## src/rtl/radix2_divider.sv

```systemverilog
// Multicycle restoring divider for MIPS32 DIV/DIVU. It produces one quotient bit
// per cycle and folds the sign correction into the final result write.
module radix2_divider (
  input  logic        clock,
  input  logic        reset,
  input  logic        OP_div,
  input  logic        OP_divu,
  input  logic [31:0] Dividend,
  input  logic [31:0] Divisor,
  output logic [31:0] Quotient,
  output logic [31:0] Remainder,
  output logic        Stall
);

  // state | meaning
  // IDLE  | waiting for OP_div/OP_divu; last result held on Quotient/Remainder
  // BUSY  | iterating, one quotient bit per cycle; Stall high
  typedef enum logic {IDLE, BUSY} state_t;

  state_t      state_q, state_d;
  logic [4:0]  count_q;
  logic [31:0] p_q;
  logic [31:0] q_q;
  logic [31:0] dvsr_q;
  logic        neg_quo_q, neg_rem_q;

  logic        start, signed_op, last;
  logic [31:0] dvd_mag, dvs_mag;
  logic [32:0] trial;
  logic [31:0] p_next, q_next;

  always_comb begin
    start     = OP_div | OP_divu;
    signed_op = OP_div;
    dvd_mag   = (signed_op && Dividend[31]) ? (~Dividend + 32'd1) : Dividend;
    dvs_mag   = (signed_op && Divisor[31])  ? (~Divisor + 32'd1)  : Divisor;
    last      = (count_q == 5'd0);
    // The partial remainder always stays below the divisor, so 32 bits of P are
    // enough; the borrow out of the 33-bit trial subtract selects restore/keep.
    trial     = {p_q, q_q[31]} - {1'b0, dvsr_q};
    p_next    = {p_q[30:0], q_q[31]};
    q_next    = {q_q[30:0], 1'b0};
    if (!trial[32]) begin
      p_next = trial[31:0];
      q_next = {q_q[30:0], 1'b1};
    end
  end

  always_comb begin
    state_d = state_q;
    case (state_q)
      IDLE: if (start) state_d = BUSY;
      BUSY: if (last)  state_d = IDLE;
    endcase
  end

  always_ff @(posedge clock) begin
    if (reset) state_q <= IDLE;
    else       state_q <= state_d;
  end

  always_ff @(posedge clock) begin
    if (reset) begin
      count_q   <= 5'd0;
      p_q       <= 32'd0;
      q_q       <= 32'd0;
      dvsr_q    <= 32'd0;
      neg_quo_q <= 1'b0;
      neg_rem_q <= 1'b0;
      Quotient  <= 32'd0;
      Remainder <= 32'd0;
      Stall     <= 1'b0;
    end else begin
      case (state_q)
        IDLE: begin
          if (start) begin
            p_q       <= 32'd0;
            q_q       <= dvd_mag;
            dvsr_q    <= dvs_mag;
            neg_quo_q <= signed_op & (Dividend[31] ^ Divisor[31]);
            neg_rem_q <= signed_op & Dividend[31];
            count_q   <= 5'd31;
            Stall     <= 1'b1;
          end
        end
        BUSY: begin
          p_q     <= p_next;
          q_q     <= q_next;
          count_q <= count_q - 5'd1;
          if (last) begin
            Quotient  <= neg_quo_q ? (~q_next + 32'd1) : q_next;
            Remainder <= neg_rem_q ? (~p_next + 32'd1) : p_next;
            Stall     <= 1'b0;
          end
        end
      endcase
    end
  end

endmodule
```

## config.mk

```make
export PLATFORM = sky130hd
export DESIGN_NAME = radix2_divider
export DESIGN_NICKNAME = d
export VERILOG_FILES = /design/src/rtl/radix2_divider.sv
export SDC_FILE = /design/constraint.sdc
export NUM_CORES = 1
export LEC_CHECK = 0
export CORE_MARGIN = 2
export CORE_UTILIZATION = 53
export DETAILED_ROUTE_END_ITERATION = 8
export PLACE_DENSITY_LB_ADDON = 0.25
export SYNTH_ARGS = -nofsm -noshare
export SYNTH_HDL_FRONTEND = slang
export SYNTH_SLANG_ARGS = --single-unit
export TNS_END_PERCENT = 10
```

## constraint.sdc

```tcl
create_clock -name clock -period 11.4 [get_ports clock]
set_input_delay 1.71 -clock clock [delete_from_list [all_inputs] [get_ports clock]]
set_output_delay 1.71 -clock clock [all_outputs]
set_load 0.05 [all_outputs]
```

==> results.yml <==
worst_hold_path:
  holdPathEnd: "Remainder[5]"
  min_path_cells: 2
  hold_path.startpoint: "Remainder[5]"
  min-delay-path-class: "flip-flop to flip-flop"
clock_tree:
  cts_made_buffers: 17
  clk-insertion-delay-late_ns: 0.44
  htreeDepth: 4
  post-cts-setup-buffers: 0
  tritoncts: "done"
  clock-root-buffer: "sky130_fd_sc_hd__clkbuf_16"
  cts.hold.buffers_added: 0
  numClockSinks: 169
  worst_setup_hold_path_clk_slew_ns: 0.07
  cts.repair.resized: 0
  ctsLongestPathBuffers: 2
yosys:
  yosys.cell_types.count: 79
  yosys-top-cells-area: "sky130_fd_sc_hd__dfxtp_1 (29%), sky130_fd_sc_hd__nor2_1 (7.3%), sky130_fd_sc_hd__a21oi_1 (7.1%), sky130_fd_sc_hd__a211oi_1 (5.2%), sky130_fd_sc_hd__nand2_1 (5.1%)"
  syn-cell-area_um2: 11700
  synth_adder_area_share: 0.0423
  postSynth.topFlopCell: "sky130_fd_sc_hd__dfxtp_1"
  post_synth_mux_area_share: 0.0168
  synth.largest_area_cell: "sky130_fd_sc_hd__dfxtp_1"
  synthXorXnorAreaFrac: 0.0859
  postSynthAreaPerCell_um2: 7.33
  synth_top_area_frac: 0.289
  asyncSetResetFlopFracSynth: 0
  complex_gate_fraction_of_the_synthesized_area: 0.273
  synth_simple_gate_area_share: 0.244
  synth-seq-cells: 169
  mappedNetlistNets: 1707
  synth_enable_flop_cells: 0
  syn-instance-count: 1600
  main_combinational_cell_family_by_area_after_synthesis: "compound AO/OA/AOI/OAI gates"
  synth_seq_area_share: 0.289
  yosysWarnings: 0
timing:
  worst_slack_ns: 4.95
  min_period_over_period: 0.566
  timing.final.crit_period_ns: 6.45
  finalHoldViolCount: 0
  fmax_ghz: 0.155
  finalSetupTns_ns: 0
  worst_slew_margin_rel: 0.313
  rsz_0062_raised_after_global_routing: "false"
  max_slew.worst_pin.slew_ns: 1.03
  timing.clock.skew_ns: 0.00936
  setup_viol_count_final: 0
  slew_violations: 0
  final.hold.worst_slack_ns: 0.449
placed_design:
  pre_cts_ws_ns: 5.07
  detailed_place_hpwl_mm: 26.8
  placedCellCount: 1927
  port_buffers: 132
  gp_congestion: 0.940
worst_setup_path:
  cp_common_cell: "sky130_fd_sc_hd__inv_1"
  cp_slowest_stage_delay_ns: 0.66
  r2r_slack_ns: 4.95
  crit_arrival_ns: 6.81
  worst-path-buf-inv: 4
  worstReg2RegStart: "q_q[31]"
  timing.critical_path.required_ns: 11.76
  timing_worst_setup_path_type: "flip-flop to flip-flop"
  worst-r2r-cell-count: 22
  critical-path-top-delay-family: "simple AND/OR/NAND/NOR gates"
  start_point_of_the_critical_path: "q_q[31]"
  rr_endpoint: "Quotient[24]"
  worstSetupStartpointType: "flip-flop"
  timing.critical_path.to_type: "flip-flop"
  timing.critical_path.cells: "inv_1, ha_1, inv_1, fa_1, a211oi_1, o211a_1, or3_4, a21oi_4, nor3_2, nor2_8, inv_4, ha_1, inv_1, or4_1, or3_1, or2_2, or4_1, o41a_1, nor2_1, xnor2_1, nand2_1, a21oi_1"
  worstPathMaxFanout: 50
  cpMaxStageDelayCell: "sky130_fd_sc_hd__nor3_2"
floorplan:
  die_w_um: 153
  core_area_um2: 21800
  rows: 54
  design.die.area_um2: 23300
  die_height_um: 153
  io_pins: 133
  initial_cell_density_of_the_core: 0.539
final_layout:
  num-fill-cells: 2005
  n_antenna_cell: 0
  final_layout_size_suffix_gt1_frac: 0.0476
  num-nets-final: 1773
  final_cell_count_no_fill: 1959
  syn_to_final_growth_pct: 16.8
power_and_ir_drop:
  static-leakage-power_nw: 5.19
  pwr-share-comb: 0.726
  power.switching_fraction: 0.549
  seq_power_share: 0.159
  p_sw_mw: 2.75
  pwr_density_cell_nw_per_um2: 365
  share_clk_of_total_power: 0.115
  intPower_mw: 2.26
  vdd_drop_max_v: 0.000368
detailed_routing:
  postRouteWirelength_mm: 36.2
  router_iterations_before_antenna_repair: 6
  drc_errors: 0
  post_drt_via_cell_ratio: 6.14
  drt_first_iter_violations: 1169
  routed_length_on_met1_mm: 16.8
  met3_wirelength_mm: 3.05
  routed-wl-met2_mm: 15.5
  wl_per_cell_um: 18.5
  highest-signal-layer: "met4"
  routed-via-count: 12000
  postRouteAntennaNets: 0
global_route:
  globalRouteTotalUtil: 0.306
  first_global_vias: 10800
  grt_antenna_before_repair: 0
  grt_max_degree: 100
  grt_pass1_wl_mm: 58.2
  overflow_left_after_global_routing: 0
outcome:
  outcome: "finished, final reports clean"
job:
  cap_viol_max_count: 0
-- logic make-up after synthesis --
kind of cell | after synthesis
buffers and inverters | 153
XOR/XNOR | 115
AO/OA/AOI/OAI | 495
AND/OR/NAND/NOR | 610
flip-flops | 169
multiplexers | 19
adder cells (fa/ha/maj) | 39
-- metal layers --
metal	track usage	up-vias
met5	0	-
met4	0.0886	0
met3	0.0648	63
met2	0.464	476
met1	0.439	5578
li1	-	5913
-- worst min-delay path, cell delays in order, from the launching register on --
cell                      delay (ns)
sky130_fd_sc_hd__dfxtp_1        0.31
sky130_fd_sc_hd__nand2_1        0.05
sky130_fd_sc_hd__a21oi_1        0.05
-- stage by stage --
stage	utilization	area, um2	total power, mW
finish	0.630	13700	5.00
global route	0.630	13700	5.36
detailed placement	0.603	13100	4.31
floorplan	-	11700	3.40
CTS	0.630	13700	4.90
global placement	0.603	13100	4.29
-- layout make-up --
type / instances / area [um2] / area share
repair buffers: 143 / 1400 / 0.102
multi-input cells: 1278 / 7770 / 0.567
clock inverters: 14 / 148 / 0.0108
clock buffers: 18 / 429 / 0.0313
flip-flops and latches: 169 / 3380 / 0.247
well taps: 280 / 350 / 0.0256
inverters: 57 / 216 / 0.0158
-- registers in the layout, summed over array words and instances (netlist names) --
name,flops
Quotient,32
Remainder,32
state_q,1
q_q,32
Stall,1
count_q,5
neg_quo_q,1
dvsr_q,32
p_q,32
neg_rem_q,1
-- placed cells by master, fill, tap and decap left out, types with 25 or more instances in the layout --
| cell type | Yosys | final |
|---|---|---|
| sky130_fd_sc_hd__inv_1 | 55 | 55 |
| sky130_fd_sc_hd__a21oi_1 | 166 | 166 |
| sky130_fd_sc_hd__o21ai_0 | 88 | 88 |
| sky130_fd_sc_hd__nand3_1 | 25 | 25 |
| sky130_fd_sc_hd__or3_1 | 27 | 27 |
| sky130_fd_sc_hd__and3_1 | 32 | 32 |
| sky130_fd_sc_hd__nand2_1 | 159 | 159 |
| sky130_fd_sc_hd__xnor2_1 | 53 | 53 |
| sky130_fd_sc_hd__xor2_1 | 62 | 62 |
| sky130_fd_sc_hd__dfxtp_1 | 169 | 168 |
| sky130_fd_sc_hd__nor3_1 | 38 | 38 |
| sky130_fd_sc_hd__a211oi_1 | 82 | 82 |
| sky130_fd_sc_hd__nor2_1 | 228 | 225 |
| sky130_fd_sc_hd__clkdlybuf4s50_1 | 0 | 131 |
| sky130_fd_sc_hd__ha_1 | 38 | 38 |
-- worst max-delay path by stage --
stage	cells after the start	endpoint
2_1_floorplan	25	Quotient[26]
3_3_place_gp	22	Quotient[30]
3_5_place_dp	22	Quotient[26]
4_1_cts	22	Quotient[26]
5_1_grt	22	Quotient[26]
6_report	22	Quotient[24]
-- synth_stat cells, types with 4 or more instances --
cell type                   number
sky130_fd_sc_hd__nor4_1         21
sky130_fd_sc_hd__clkbuf_1       77
sky130_fd_sc_hd__nor3_1         38
sky130_fd_sc_hd__inv_1          55
sky130_fd_sc_hd__buf_2           5
sky130_fd_sc_hd__or4_1          13
sky130_fd_sc_hd__nand2_1       159
sky130_fd_sc_hd__a31o_2          4
sky130_fd_sc_hd__and3_1         32
sky130_fd_sc_hd__o21ai_0        88
sky130_fd_sc_hd__o21a_1         10
sky130_fd_sc_hd__xor2_1         62
sky130_fd_sc_hd__a211oi_1       82
sky130_fd_sc_hd__o41ai_1         9
sky130_fd_sc_hd__dfxtp_1       169
sky130_fd_sc_hd__a311oi_1       12
sky130_fd_sc_hd__or2_2           9
sky130_fd_sc_hd__ha_1           38
sky130_fd_sc_hd__or3_1          27
sky130_fd_sc_hd__buf_1          12
sky130_fd_sc_hd__o211ai_1       10
sky130_fd_sc_hd__a211o_1         4
sky130_fd_sc_hd__nand2b_1       12
sky130_fd_sc_hd__a31oi_1        14
sky130_fd_sc_hd__nor3b_1         4
sky130_fd_sc_hd__o2111ai_1       5
sky130_fd_sc_hd__o31ai_1        21
sky130_fd_sc_hd__mux2i_1        14
sky130_fd_sc_hd__o31a_1          5
sky130_fd_sc_hd__a21boi_0        6
sky130_fd_sc_hd__xnor2_1        53
sky130_fd_sc_hd__nand3_1        25
sky130_fd_sc_hd__a21o_1         16
sky130_fd_sc_hd__and2_1         11
sky130_fd_sc_hd__nor2_1        228
sky130_fd_sc_hd__a21oi_1       166
sky130_fd_sc_hd__and4_1          5
sky130_fd_sc_hd__mux2_2          5
sky130_fd_sc_hd__nand4_1         9
-- power groups by stage --
stage	logic, mW	registers [mW]	clock network (mW)
after floorplan	2.58	0.822	0
after global placement	3.49	0.798	0
after detailed placement	3.51	0.802	0
after CTS	3.54	0.789	0.579
after global routing	3.96	0.804	0.604
final	3.63	0.795	0.578
Power figures use the tool's default switching activity.
